--- src/rtl/vga_pkg.sv ---
// Shared timing constants and the sync/blank bundle type for the 640x480@60 raster.
package vga_pkg;
  localparam int H_ACTIVE   = 640;
  localparam int H_FP       = 16;
  localparam int H_SYNC     = 96;
  localparam int H_BP       = 48;
  localparam int H_TOTAL    = H_ACTIVE + H_FP + H_SYNC + H_BP;
  localparam int V_ACTIVE   = 480;
  localparam int V_FP       = 10;
  localparam int V_SYNC     = 2;
  localparam int V_BP       = 33;
  localparam int V_TOTAL    = V_ACTIVE + V_FP + V_SYNC + V_BP;
  localparam int PIPE_DELAY = 2;
  localparam int FC_W       = 8;
  localparam int COORD_W    = 10;

  typedef struct packed {
    logic hs;
    logic vs;
    logic blank;
  } vga_sync_t;

  // Pin levels while idle: both syncs deasserted (active-low), video blanked.
  localparam vga_sync_t SYNC_IDLE = '{hs: 1'b1, vs: 1'b1, blank: 1'b0};
endpackage

--- src/rtl/vga_if.sv ---
// Raster outputs of the timing generator: coordinates, video flags, sync pins, strobes.
interface vga_if #(
  parameter int FC_BITS = 8
);
  import vga_pkg::*;

  logic [COORD_W-1:0] DrawX;
  logic [COORD_W-1:0] DrawY;
  logic               blank;
  logic               blank_pin;
  logic               hs;
  logic               vs;
  logic               frame_start;
  logic               vblank_start;
  logic [FC_BITS-1:0] frame_count;

  modport master (
    output DrawX, DrawY, blank, blank_pin, hs, vs,
           frame_start, vblank_start, frame_count
  );

  modport slave (
    input DrawX, DrawY, blank, blank_pin, hs, vs,
          frame_start, vblank_start, frame_count
  );
endinterface

--- src/rtl/sync_delay.sv ---
// Fixed-depth shift register for the sync/blank bundle; depth 0 degenerates to a wire.
module sync_delay import vga_pkg::*; #(
  parameter int        DEPTH   = 2,
  parameter vga_sync_t RST_VAL = SYNC_IDLE
) (
  input  logic      clk,
  input  logic      reset,
  input  vga_sync_t din,
  output vga_sync_t dout
);
  generate
    if (DEPTH == 0) begin : g_wire
      assign dout = din;
    end else begin : g_pipe
      vga_sync_t stage [DEPTH];

      // Shift one stage per clock; reset clears every stage so no stale pulse escapes.
      always_ff @(posedge clk) begin
        if (reset) begin
          for (int i = 0; i < DEPTH; i++) begin
            stage[i] <= RST_VAL;
          end
        end else begin
          stage[0] <= din;
          for (int i = 1; i < DEPTH; i++) begin
            stage[i] <= stage[i-1];
          end
        end
      end

      assign dout = stage[DEPTH-1];
    end
  endgenerate
endmodule

--- src/rtl/vga_timing_gen.sv ---
// Raster timing: pixel/line counters, active-video and sync decode, frame/vblank strobes,
// plus a delay line that keeps the sync pins aligned with the renderers' colour output.
module vga_timing_gen #(
  parameter int H_ACTIVE   = vga_pkg::H_ACTIVE,
  parameter int H_FP       = vga_pkg::H_FP,
  parameter int H_SYNC     = vga_pkg::H_SYNC,
  parameter int H_BP       = vga_pkg::H_BP,
  parameter int V_ACTIVE   = vga_pkg::V_ACTIVE,
  parameter int V_FP       = vga_pkg::V_FP,
  parameter int V_SYNC     = vga_pkg::V_SYNC,
  parameter int V_BP       = vga_pkg::V_BP,
  parameter int PIPE_DELAY = vga_pkg::PIPE_DELAY,
  parameter int FC_W       = vga_pkg::FC_W
) (
  input  logic  vga_clk,
  input  logic  reset,
  vga_if.master vga
);
  import vga_pkg::COORD_W;
  import vga_pkg::vga_sync_t;
  import vga_pkg::SYNC_IDLE;

  localparam int H_TOTAL = H_ACTIVE + H_FP + H_SYNC + H_BP;
  localparam int V_TOTAL = V_ACTIVE + V_FP + V_SYNC + V_BP;

  localparam logic [COORD_W-1:0] H_LAST   = COORD_W'(H_TOTAL - 1);
  localparam logic [COORD_W-1:0] V_LAST   = COORD_W'(V_TOTAL - 1);
  localparam logic [COORD_W-1:0] H_VIS    = COORD_W'(H_ACTIVE);
  localparam logic [COORD_W-1:0] V_VIS    = COORD_W'(V_ACTIVE);
  localparam logic [COORD_W-1:0] HS_FIRST = COORD_W'(H_ACTIVE + H_FP);
  localparam logic [COORD_W-1:0] HS_LAST  = COORD_W'(H_ACTIVE + H_FP + H_SYNC - 1);
  localparam logic [COORD_W-1:0] VS_FIRST = COORD_W'(V_ACTIVE + V_FP);
  localparam logic [COORD_W-1:0] VS_LAST  = COORD_W'(V_ACTIVE + V_FP + V_SYNC - 1);

  logic [COORD_W-1:0] hc;
  logic [COORD_W-1:0] vc;
  logic [COORD_W-1:0] hc_next;
  logic [COORD_W-1:0] vc_next;
  logic               running;
  logic               frame_wrap;
  logic               frame_start;
  logic               vblank_start;
  logic [FC_W-1:0]    frame_count;
  vga_sync_t          sync_next;
  vga_sync_t          sync_now;
  vga_sync_t          sync_pin;

  // Next raster position; the first cycle out of reset stays at the origin.
  always_comb begin
    hc_next    = hc;
    vc_next    = vc;
    frame_wrap = 1'b0;
    if (!running) begin
      hc_next = '0;
      vc_next = '0;
    end else if (hc == H_LAST) begin
      hc_next = '0;
      if (vc == V_LAST) begin
        vc_next    = '0;
        frame_wrap = 1'b1;
      end else begin
        vc_next = vc + COORD_W'(1);
      end
    end else begin
      hc_next = hc + COORD_W'(1);
    end
  end

  // Decode the position being entered so the registered flags line up with DrawX/DrawY.
  always_comb begin
    sync_next.blank = (hc_next < H_VIS) && (vc_next < V_VIS);
    sync_next.hs    = !((hc_next >= HS_FIRST) && (hc_next <= HS_LAST));
    sync_next.vs    = !((vc_next >= VS_FIRST) && (vc_next <= VS_LAST));
  end

  // Counters, undelayed flags, strobes and the completed-frame count.
  always_ff @(posedge vga_clk) begin
    if (reset) begin
      hc           <= '0;
      vc           <= '0;
      running      <= 1'b0;
      frame_start  <= 1'b0;
      vblank_start <= 1'b0;
      frame_count  <= '0;
      sync_now     <= SYNC_IDLE;
    end else begin
      hc           <= hc_next;
      vc           <= vc_next;
      running      <= 1'b1;
      frame_start  <= (hc_next == '0) && (vc_next == '0);
      vblank_start <= (hc_next == '0) && (vc_next == V_VIS);
      frame_count  <= frame_wrap ? frame_count + FC_W'(1) : frame_count;
      sync_now     <= sync_next;
    end
  end

  sync_delay #(
    .DEPTH   (PIPE_DELAY),
    .RST_VAL (SYNC_IDLE)
  ) u_sync_delay (
    .clk   (vga_clk),
    .reset (reset),
    .din   (sync_now),
    .dout  (sync_pin)
  );

  assign vga.DrawX        = hc;
  assign vga.DrawY        = vc;
  assign vga.blank        = sync_now.blank;
  assign vga.frame_start  = frame_start;
  assign vga.vblank_start = vblank_start;
  assign vga.frame_count  = frame_count;
  assign vga.hs           = sync_pin.hs;
  assign vga.vs           = sync_pin.vs;
  assign vga.blank_pin    = sync_pin.blank;
endmodule
--- src/flat_wrapper.sv ---
// flat-port wrapper written by rule: the top's interface ports become plain ports
module vga_timing_gen_flat import vga_pkg::COORD_W; import vga_pkg::vga_sync_t; import vga_pkg::SYNC_IDLE;
#(
  parameter int H_ACTIVE   = vga_pkg::H_ACTIVE,
  parameter int H_FP       = vga_pkg::H_FP,
  parameter int H_SYNC     = vga_pkg::H_SYNC,
  parameter int H_BP       = vga_pkg::H_BP,
  parameter int V_ACTIVE   = vga_pkg::V_ACTIVE,
  parameter int V_FP       = vga_pkg::V_FP,
  parameter int V_SYNC     = vga_pkg::V_SYNC,
  parameter int V_BP       = vga_pkg::V_BP,
  parameter int PIPE_DELAY = vga_pkg::PIPE_DELAY,
  parameter int FC_W       = vga_pkg::FC_W
)
  (vga_clk, reset, vga_DrawX, vga_DrawY, vga_blank, vga_blank_pin, vga_hs, vga_vs, vga_frame_start, vga_vblank_start, vga_frame_count);
  vga_if vga_i ();
  input  logic vga_clk;
  input  logic reset;
  output wire logic [$bits(vga_i.DrawX)-1:0] vga_DrawX;
  output wire logic [$bits(vga_i.DrawY)-1:0] vga_DrawY;
  output wire logic [$bits(vga_i.blank)-1:0] vga_blank;
  output wire logic [$bits(vga_i.blank_pin)-1:0] vga_blank_pin;
  output wire logic [$bits(vga_i.hs)-1:0] vga_hs;
  output wire logic [$bits(vga_i.vs)-1:0] vga_vs;
  output wire logic [$bits(vga_i.frame_start)-1:0] vga_frame_start;
  output wire logic [$bits(vga_i.vblank_start)-1:0] vga_vblank_start;
  output wire logic [$bits(vga_i.frame_count)-1:0] vga_frame_count;
  assign vga_DrawX = vga_i.DrawX;
  assign vga_DrawY = vga_i.DrawY;
  assign vga_blank = vga_i.blank;
  assign vga_blank_pin = vga_i.blank_pin;
  assign vga_hs = vga_i.hs;
  assign vga_vs = vga_i.vs;
  assign vga_frame_start = vga_i.frame_start;
  assign vga_vblank_start = vga_i.vblank_start;
  assign vga_frame_count = vga_i.frame_count;
  vga_timing_gen #(.H_ACTIVE(H_ACTIVE), .H_FP(H_FP), .H_SYNC(H_SYNC), .H_BP(H_BP), .V_ACTIVE(V_ACTIVE), .V_FP(V_FP), .V_SYNC(V_SYNC), .V_BP(V_BP), .PIPE_DELAY(PIPE_DELAY), .FC_W(FC_W)) u_core (.vga_clk(vga_clk), .reset(reset), .vga(vga_i));
endmodule
--- config.mk ---
export PLATFORM = sky130hd
export DESIGN_NAME = vga_timing_gen_flat
export DESIGN_NICKNAME = d
export VERILOG_FILES = /design/src/rtl/vga_pkg.sv /design/src/rtl/vga_if.sv /design/src/rtl/sync_delay.sv /design/src/rtl/vga_timing_gen.sv /design/src/flat_wrapper.sv
export SDC_FILE = /design/constraint.sdc
export NUM_CORES = 1
export LEC_CHECK = 0
export BUFFER_PORTS_ARGS = -buffer_cell sky130_fd_sc_hd__buf_2
export CORE_MARGIN = 2
export CORE_UTILIZATION = 45
export CTS_CLUSTER_DIAMETER = 100
export DETAILED_ROUTE_END_ITERATION = 7
export PLACE_DENSITY = 0.76
export SYNTH_ARGS = -nofsm -noshare
export SYNTH_HDL_FRONTEND = slang
export SYNTH_SLANG_ARGS = --single-unit
--- constraint.sdc ---
create_clock -name vga_clk -period 2.8 [get_ports vga_clk]
set_input_delay 0.14 -clock vga_clk [delete_from_list [all_inputs] [get_ports vga_clk]]
set_output_delay 0.14 -clock vga_clk [all_outputs]
set_load 0.01 [all_outputs]
==> Word-level counts from Yosys, hierarchy flattened <==
Memories as Yosys holds them, arrays and structs flattened.
Cells that the tools add are included.
{ "word_totals": {"mem_count": 1, "ram_bits": 6, "reg_bits": 34} }
{ "memory_table": {"columns": ["memory", "depth", "width", "rd", "rd_clocked_by_memory_dff", "wr", "line_no", "text"], "rows": [
  ["u_core.u_sync_delay.g_pipe.stage", 2, 3, 2, 0, 2, "sync_delay.sv:15", "vga_sync_t stage [DEPTH];"]
]} }
{ "classes": {"reduce_logical": 9, "eq_ne": 3, "addsub": 3, "muxes": 13, "n_lt_le_gt_ge": 6, "bitwise_logic": 2} }
{ "op_table": {"columns": ["operator", "n"], "rows": [
  ["$mux 10", 5],
  ["$add 10x1->10 const B", 2],
  ["$eq 10x10->1 const B", 2],
  ["$logic_not 10->1", 2],
  ["$eq 10x9->1 const B", 1],
  ["$ge 10x10->1 const B", 1],
  ["$ge 10x9->1 const B", 1],
  ["$le 10x10->1 const B", 1],
  ["$le 10x9->1 const B", 1],
  ["$lt 10x10->1 const B", 1],
  ["$lt 10x9->1 const B", 1],
  ["$add 8x1->8 const B", 1],
  ["$mux 1", 6],
  ["$mux 3", 2],
  ["$logic_and 1x1->1", 5],
  ["$logic_not 1->1", 2],
  ["$or 1x1->1", 2]
]} }

==> Logic depth before layout (Yosys ltp) <==
Gate-level depths: netlist of run 1.
{ "depth": {"word_depth": 7, "mapped_depth": 10, "ltp_nobuf": 8} }

==> By module <==
Synthesis of run 1 repeated with hierarchy kept, for this count alone.
{ "unflattened": {"cells_unflattened": 250, "area_unflattened_um2": 2069.5} }
{ "modules_own_cells": {"columns": ["mod", "cells_each", "instances", "area_per_inst_um2"], "rows": [
  ["vga_timing_gen", 235, 1, 1889.3],
  ["sync_delay", 15, 1, 180.2]
]} }

==> Worst setup path before layout of run 1 <==
OpenSTA, ideal clock, no wires.
{ "synth_path": {"path_type": "reg-to-reg", "start": "register u_core.vc[0] (netlist: u_core.vga.DrawY[0])", "end": "register u_core.frame_count[3] (netlist: u_core.vga.frame_count[3])", "setup_ns": 0.117, "t_arrival_ns": 2.383, "slack_ns": 0.300, "required_time_ns": 2.683, "stages_incl_launch_ff": 11, "cell_sequence": "dfxtp_1 -> clkbuf_1 -> inv_1 -> ha_1 -> or4b_4 -> or4_1 -> clkbuf_2 -> nor3_4 -> nand4_1 -> xor2_1 -> nor2_1"} }
{ "synth_via": {"elab_chain_len": 4} }
{ "synth_rtl": {"columns": ["item", "line_no", "text"], "rows": [
  ["start: declaration", "vga_timing_gen.sv:36", "logic [COORD_W-1:0] vc;"],
  ["start signal: assignment", "vga_timing_gen.sv:88", "vc <= vc_next;"],
  ["$eq 10x10->1", "vga_timing_gen.sv:58", "if (vc == V_LAST) begin"],
  ["$mux 1", "vga_timing_gen.sv:58", null],
  ["$mux 1", "vga_timing_gen.sv:56", "end else if (hc == H_LAST) begin"],
  ["$mux 1", "vga_timing_gen.sv:53", "if (!running) begin"],
  ["end signal: assignment", "vga_timing_gen.sv:92", "frame_count <= frame_wrap ? frame_count + FC_W'(1) : frame_count;"],
  ["end: declaration", "vga_timing_gen.sv:43", "logic [FC_W-1:0] frame_count;"]
]} }
No other way between the ends.
A chain may end at the register's enable or synchronous reset.

==> Worst setup path in the final report of run 1 <==
{ "layout_path": {"start": "register u_core.vc[4] (netlist: u_core.vga.DrawY[4])", "end": "register u_core.frame_count[5] (netlist: u_core.vga.frame_count[5])"} }
Same word-level chain as after synthesis.

==> results of run 1 <==
layer usage:
layer / wire length [µm] / part of all wire / up-vias
met5: 0 / 0 / -
met1: 2170 / 0.46 / 903
li1: - / - / 954
met2: 2240 / 0.47 / 60
met3: 301 / 0.063 / 7
met4: 51 / 0.011 / 0
worst paths after layout:
kind                            depth (start not counted)  slack [ns]                                                end                           start
worst max-delay path                                    6        0.34             u_core.vga.frame_count[5]$_SDFFE_PP0P_  u_core.vga.DrawY[4]$_SDFF_PP0_
worst min register to register                          1        0.41  u_core.u_sync_delay.g_pipe.stage[0][1]$_SDFF_PP1_   u_core.sync_now[1]$_SDFF_PP1_
worst max register to register                          6        0.34             u_core.vga.frame_count[5]$_SDFFE_PP0P_  u_core.vga.DrawY[4]$_SDFF_PP0_
worst min-delay path                                    2        0.21             u_core.vga.frame_count[4]$_SDFFE_PP0P_                           reset
state kept, by name, indices dropped and copies added (netlist names):
register	flops
u_core.vga.frame_count	8
u_core.u_sync_delay.g_pipe.stage	6
u_core.vga.vblank_start	1
u_core.running	1
u_core.vga.frame_start	1
u_core.vga.DrawX	10
u_core.vga.blank	1
u_core.vga.DrawY	10
u_core.sync_now	2
cell type report:
class / count / area [µm²] / area share
Clock buffer: 5 / 68.8 / 0.0286
Sequential cell: 40 / 801 / 0.333
Tap cell: 52 / 65.1 / 0.0271
Timing Repair Buffer: 43 / 235 / 0.0978
Multi-Input combinational cell: 185 / 1170 / 0.485
Inverter: 6 / 22.5 / 0.00937
Clock inverter: 3 / 46.3 / 0.0193
synth_stat cells, types with 5 or more instances:
master                      n
sky130_fd_sc_hd__a21oi_1   14
sky130_fd_sc_hd__a31oi_1    6
sky130_fd_sc_hd__and3_1     5
sky130_fd_sc_hd__clkbuf_1  10
sky130_fd_sc_hd__dfxtp_1   40
sky130_fd_sc_hd__inv_1      6
sky130_fd_sc_hd__nand2_1   17
sky130_fd_sc_hd__nand3_1   11
sky130_fd_sc_hd__nand4_1   13
sky130_fd_sc_hd__nor2_1    24
sky130_fd_sc_hd__nor3_1    13
sky130_fd_sc_hd__o21ai_0    6
sky130_fd_sc_hd__xnor2_1   10
sky130_fd_sc_hd__xor2_1    10
placed cells by master (no fill, tap or decap), types with 8 or more instances in the layout:
master                     n
sky130_fd_sc_hd__nor2_1   24
sky130_fd_sc_hd__xor2_1   10
sky130_fd_sc_hd__a21oi_1  14
sky130_fd_sc_hd__nand2_1  17
sky130_fd_sc_hd__buf_2    35
sky130_fd_sc_hd__nand3_1  11
sky130_fd_sc_hd__nand4_1  13
sky130_fd_sc_hd__buf_4     8
sky130_fd_sc_hd__dfxtp_1  40
sky130_fd_sc_hd__nor3_1   13
sky130_fd_sc_hd__xnor2_1  10
per-stage QoR:
step | hold slack (ns) | area (µm²) | cells
after global routing | 0.223 | 2400 | 334
final | 0.210 | 2400 | 334
after global placement | 0.391 | 2290 | 326
after floorplan | 0.229 | 2090 | 248
after detailed placement | 0.397 | 2290 | 326
after CTS | 0.212 | 2400 | 334
worst max-delay path, stage by stage, from the launching register on:
cell	delay (ns)
sky130_fd_sc_hd__dfxtp_1	0.40
sky130_fd_sc_hd__or4b_4	0.56
sky130_fd_sc_hd__or4_1	0.65
sky130_fd_sc_hd__nor3_4	0.37
sky130_fd_sc_hd__nand4_1	0.17
sky130_fd_sc_hd__xor2_1	0.16
sky130_fd_sc_hd__nor2_1	0.05
cell families after synthesis:
family                     Yosys count  share of synthesized area
DFF                                 40                      0.384
adders and majority gates            4                     0.0240
and+or+nand+nor                    114                      0.299
xor gates and xnor gates            20                     0.0840
buffers and inverters               23                     0.0570
muxes                                5                     0.0246
AOI/OAI and AO/OA                   42                      0.127
power breakdown:
part | internal [µW] | total, µW | switching (µW)
logic | 9.54 | 29.6 | 20.1
clock network | 269 | 490 | 221
registers | 573 | 578 | 4.45
total | 852 | 1100 | 246
==> flow_metrics.py, run 1 <==
metrics = {
    "clock_network": {
        "clk_pin_slew_ns": 0.09,
        "cts.root.buffer_cell": "sky130_fd_sc_hd__clkbuf_8",
        "max_clock_buf_depth": 2,
        "clkSinkCount": 40,
        "clk_latency_ns": 0.30,
        "cts-buffers-inserted": 5,
        "cts_setup_buffers": 0,
        "cts_hold_buffers": 0,
        "clock_tree.htree_level_count": 2,
        "cts_tree": "done",
        "post_cts_resize_count": 0,
    },
    "sta": {
        "slew_headroom": 0.570,
        "setup-violations-final": 0,
        "final.setup_skew_ns": 0.00748,
        "final-hold-violation-count": 0,
        "tns_ns": 0,
        "maximum_operating_frequency_ghz": 0.406,
        "final_max_tran_viols": 0,
        "finalWorstSetupSlack_ns": 0.335,
        "fin_crit_sh": 0.880,
        "layout_min_cycle_time_ns": 2.46,
        "unrepaired_setup_endpoints_after_global_routing": "no",
        "timing_worst_slew_pin_value_ns": 0.640,
    },
    "drt": {
        "drt_iter0_markers": 115,
        "via_per_instance_ratio": 5.76,
        "postRouteWirelength_um": 4770,
        "first_pass_iters": 4,
        "dr_total_vias": 1924,
        "drc_viols": 0,
        "ant_nets": 0,
        "routed_wire_length_per_instance_um": 14.3,
    },
    "global_routing": {
        "overflow": 0,
        "first_global_vias": 1719,
        "grt_first_pass_wirelength_um": 7960,
        "grt_antenna_before_repair": 0,
        "globalRouteTotalUtil": 0.193,
        "use_met1": 0.263,
        "busiest_layer": "met2",
        "grtUsageMet2": 0.298,
        "met3_usage": 0.0500,
        "grt_max_degree": 21,
    },
    "synthesis": {
        "synth_warnings": 0,
        "syn-num-nets": 254,
        "synth.largest_area_cell": "sky130_fd_sc_hd__dfxtp_1",
        "async_flop_share": 0,
        "predominant_post_synthesis_flop_cell": "sky130_fd_sc_hd__dfxtp_1",
        "number_of_synthesized_flops_with_an_enable_pin": 0,
        "synthesis.area_per_instance_um2": 8.41,
        "ys_top_cells_by_area": "sky130_fd_sc_hd__dfxtp_1 (38%), sky130_fd_sc_hd__nor2_1 (4.3%), sky130_fd_sc_hd__xnor2_1 (4.2%)",
        "syn_area_um2": 2090,
        "syn-instance-count": 248,
        "synth.top_cell.area_share": 0.384,
        "postSynthRegisterBits": 40,
        "synth_sequential_area_ratio": 0.384,
        "synth.distinct_cells": 50,
    },
    "critical_path": {
        "critical_path_required_ns": 2.99,
        "critPathArrivalTime_ns": 2.65,
        "setup.worst_path.class": "flop to flop",
        "worst_path_fanout_max": 9,
        "setup.worst_path.start_class": "flop",
        "crit_end_category": "flop",
    },
    "final_layout": {
        "fin_nets": 287,
        "n_antenna_cell": 0,
        "layout_fillers": 422,
        "final_util": 0.545,
        "ratio_of_cells_with_drive_above_1_in_the_final_layout": 0.223,
        "syn_to_final_growth_pct": 15.3,
    },
    "place": {
        "place_hpwl_um": 3400,
        "io_buffer_count": 35,
        "dp_slack_ns": 0.351,
        "place.gp.congestion": 0.907,
    },
    "hold_path": {
        "hp-class": "input port to flop",
    },
    "die": {
        "core-area_um2": 4410,
        "starting_density_of_the_core": 0.473,
        "die_area_um2": 5200,
        "die-width_um": 72.1,
        "die_height_um": 72.1,
        "floorplan.rows": 24,
        "top_level_ports": 36,
    },
    "power_and_ir_drop": {
        "finalPower_uw": 1100,
        "peakVddDrop_v": 0.000288,
        "power.density_cell_area_nw_per_um2": 456,
        "power_leakage_uw": 0.000964,
    },
    "run_status": {
        "outcome": "finished clean",
    },
    "job": {
        "max-cap-violations": 0,
    },
}
Power figures use the tool's default switching activity.
==> inputs of run 2 (changes only) <==
--- a/config.mk
+++ b/config.mk
@@ -6,11 +6,13 @@
 export NUM_CORES = 1
 export LEC_CHECK = 0
 export BUFFER_PORTS_ARGS = -buffer_cell sky130_fd_sc_hd__buf_2
+export CELL_PAD_IN_SITES_DETAIL_PLACEMENT = 1
+export CELL_PAD_IN_SITES_GLOBAL_PLACEMENT = 1
 export CORE_MARGIN = 2
-export CORE_UTILIZATION = 45
+export CORE_UTILIZATION = 41
 export CTS_CLUSTER_DIAMETER = 100
 export DETAILED_ROUTE_END_ITERATION = 7
-export PLACE_DENSITY = 0.76
+export PLACE_DENSITY = 0.88
 export SYNTH_ARGS = -nofsm -noshare
 export SYNTH_HDL_FRONTEND = slang
 export SYNTH_SLANG_ARGS = --single-unit
==> flow_metrics.py, run 2 (synthesis gave the netlist of run 1 again) <==
metrics = {
    "run_status": {
        "outcome": "finished clean",
    },
    "job": {
        "max-cap-violations": 0,
    },
    "die": {
        "die-width_um": 75.3,
        "die_height_um": 75.3,
        "top_level_ports": 36,
        "core-area_um2": 4820,
        "floorplan.rows": 25,
        "starting_density_of_the_core": 0.433,
        "die_area_um2": 5670,
    },
    "global_routing": {
        "globalRouteTotalUtil": 0.208,
        "grt_antenna_before_repair": 0,
        "grt_max_degree": 21,
        "grt_first_pass_wirelength_um": 9110,
        "overflow": 0,
        "first_global_vias": 1948,
    },
    "drt": {
        "routed_wire_length_per_instance_um": 16.2,
        "via_per_instance_ratio": 5.68,
        "dr_total_vias": 1977,
        "drt_iter0_markers": 85,
        "postRouteWirelength_um": 5640,
        "ant_nets": 0,
        "drc_viols": 0,
        "first_pass_iters": 4,
    },
    "sta": {
        "slew_headroom": 0.616,
        "final-hold-violation-count": 0,
        "layout_min_cycle_time_ns": 2.58,
        "unrepaired_setup_endpoints_after_global_routing": "no",
        "fin_crit_sh": 0.920,
        "setup-violations-final": 0,
        "tns_ns": 0,
        "final_max_tran_viols": 0,
        "final.setup_skew_ns": 0.0122,
        "timing_worst_slew_pin_value_ns": 0.571,
        "maximum_operating_frequency_ghz": 0.388,
    },
    "critical_path": {
        "worst_path_fanout_max": 7,
        "crit_end_category": "flop",
        "setup.worst_path.start_class": "flop",
        "critPathArrivalTime_ns": 2.79,
        "critical_path_required_ns": 3.02,
        "setup.worst_path.class": "flop to flop",
    },
    "place": {
        "io_buffer_count": 35,
        "place_area_um2": 2300,
        "place.gp.congestion": 0.852,
        "place_hpwl_um": 4290,
        "place_inst": 340,
    },
    "clock_network": {
        "cts_setup_buffers": 0,
        "post_cts_resize_count": 0,
        "clock_tree.htree_level_count": 2,
        "cts_hold_buffers": 0,
        "max_clock_buf_depth": 2,
        "clkSinkCount": 40,
        "clk_pin_slew_ns": 0.09,
        "cts.root.buffer_cell": "sky130_fd_sc_hd__clkbuf_8",
        "cts-buffers-inserted": 5,
        "cts_tree": "done",
        "clk_latency_ns": 0.30,
    },
    "final_layout": {
        "most-common-layout-cells": "sky130_fd_sc_hd__dfxtp_1 (40), sky130_fd_sc_hd__buf_2 (35), sky130_fd_sc_hd__nor2_1 (24)",
        "fin_cells": 348,
        "final_util": 0.496,
        "n_antenna_cell": 0,
        "layout_commonest_cell": "sky130_fd_sc_hd__dfxtp_1",
        "fin_nets": 286,
        "syn_to_final_growth_pct": 14.5,
        "ratio_of_cells_with_drive_above_1_in_the_final_layout": 0.221,
        "layout_fillers": 609,
        "stdcell_area_um2": 2390,
    },
    "power_and_ir_drop": {
        "peakVddDrop_v": 0.000154,
        "power_leakage_uw": 0.000952,
        "power.density_cell_area_nw_per_um2": 418,
        "finalPower_uw": 998,
    },
    "hold_path": {
        "hp-class": "input port to flop",
    },
}
==> run 2: cell types whose count changed in the layout (fill, tap and decap cells not counted), sizes merged <==
cell / before / now
clkinv: 0 / 3
inv: 7 / 6
buf: 43 / 42
clkinvlp: 1 / 0
bufinv: 1 / 0
==> run 2: per-layer routing <==
metal | part of all wire | routed length [µm] | track usage | up-vias
met5 | 0 | 0 | 0 | -
met4 | 0.010 | 58 | 0.0565 | 0
met3 | 0.044 | 247 | 0.0410 | 7
met2 | 0.51 | 2870 | 0.369 | 46
met1 | 0.44 | 2460 | 0.256 | 977
li1 | - | - | - | 947
==> run 2: worst max-delay path, stage by stage, from the launching register on <==
cell and delay (ns):
sky130_fd_sc_hd__dfxtp_1 0.42, sky130_fd_sc_hd__ha_1 0.28, sky130_fd_sc_hd__and4_1 0.40, sky130_fd_sc_hd__nand3_1 0.19, sky130_fd_sc_hd__nor4_1 0.44, sky130_fd_sc_hd__xnor2_1 0.32, sky130_fd_sc_hd__o2111ai_1 0.24, sky130_fd_sc_hd__a21oi_1 0.21
==> run 2: final timing paths <==
path         cells past startpoint  slack (ns)                                           endpoint                                              start
min reg2reg                      1        0.42  u_core.u_sync_delay.g_pipe.stage[0][4]$_SDFF_PP1_  u_core.u_sync_delay.g_pipe.stage[0][1]$_SDFF_PP1_
max reg2reg                      7        0.22                  u_core.vga.frame_start$_SDFF_PP0_                     u_core.vga.DrawX[1]$_SDFF_PP0_
min                              2        0.22                     u_core.vga.DrawX[7]$_SDFF_PP0_                                              reset
max                              7        0.22                  u_core.vga.frame_start$_SDFF_PP0_                     u_core.vga.DrawX[1]$_SDFF_PP0_
==> run 2: area by class of cell <==
class                      instances  area, µm²  area share
multi-input combinational        185       1170       0.488
sequential                        40        801       0.335
timing repair buffer              42        228      0.0953
tap                               67       83.8      0.0351
clock buffer                       5       68.8      0.0288
inverter                           6       22.5     0.00943
clock inverter                     3       18.8     0.00786
==> run 2: through the flow <==
| stage | worst slack [ns] | hold slack [ns] |
|---|---|---|
| after global placement | 0.402 | 0.391 |
| after detailed placement | 0.251 | 0.402 |
| after floorplan | 0.300 | 0.229 |
| after global routing | 0.0657 | 0.228 |
| final | 0.223 | 0.216 |
| after CTS | 0.213 | 0.212 |
==> run 2: where the power goes <==
part,total (µW),internal (µW),switching [µW],leakage (µW)
Sequential,578,574,4.69,0.000324
Combinational,30.9,9.59,21.3,0.000580
Clock,389,174,215,0.0000479
Total,998,757,241,0.000952
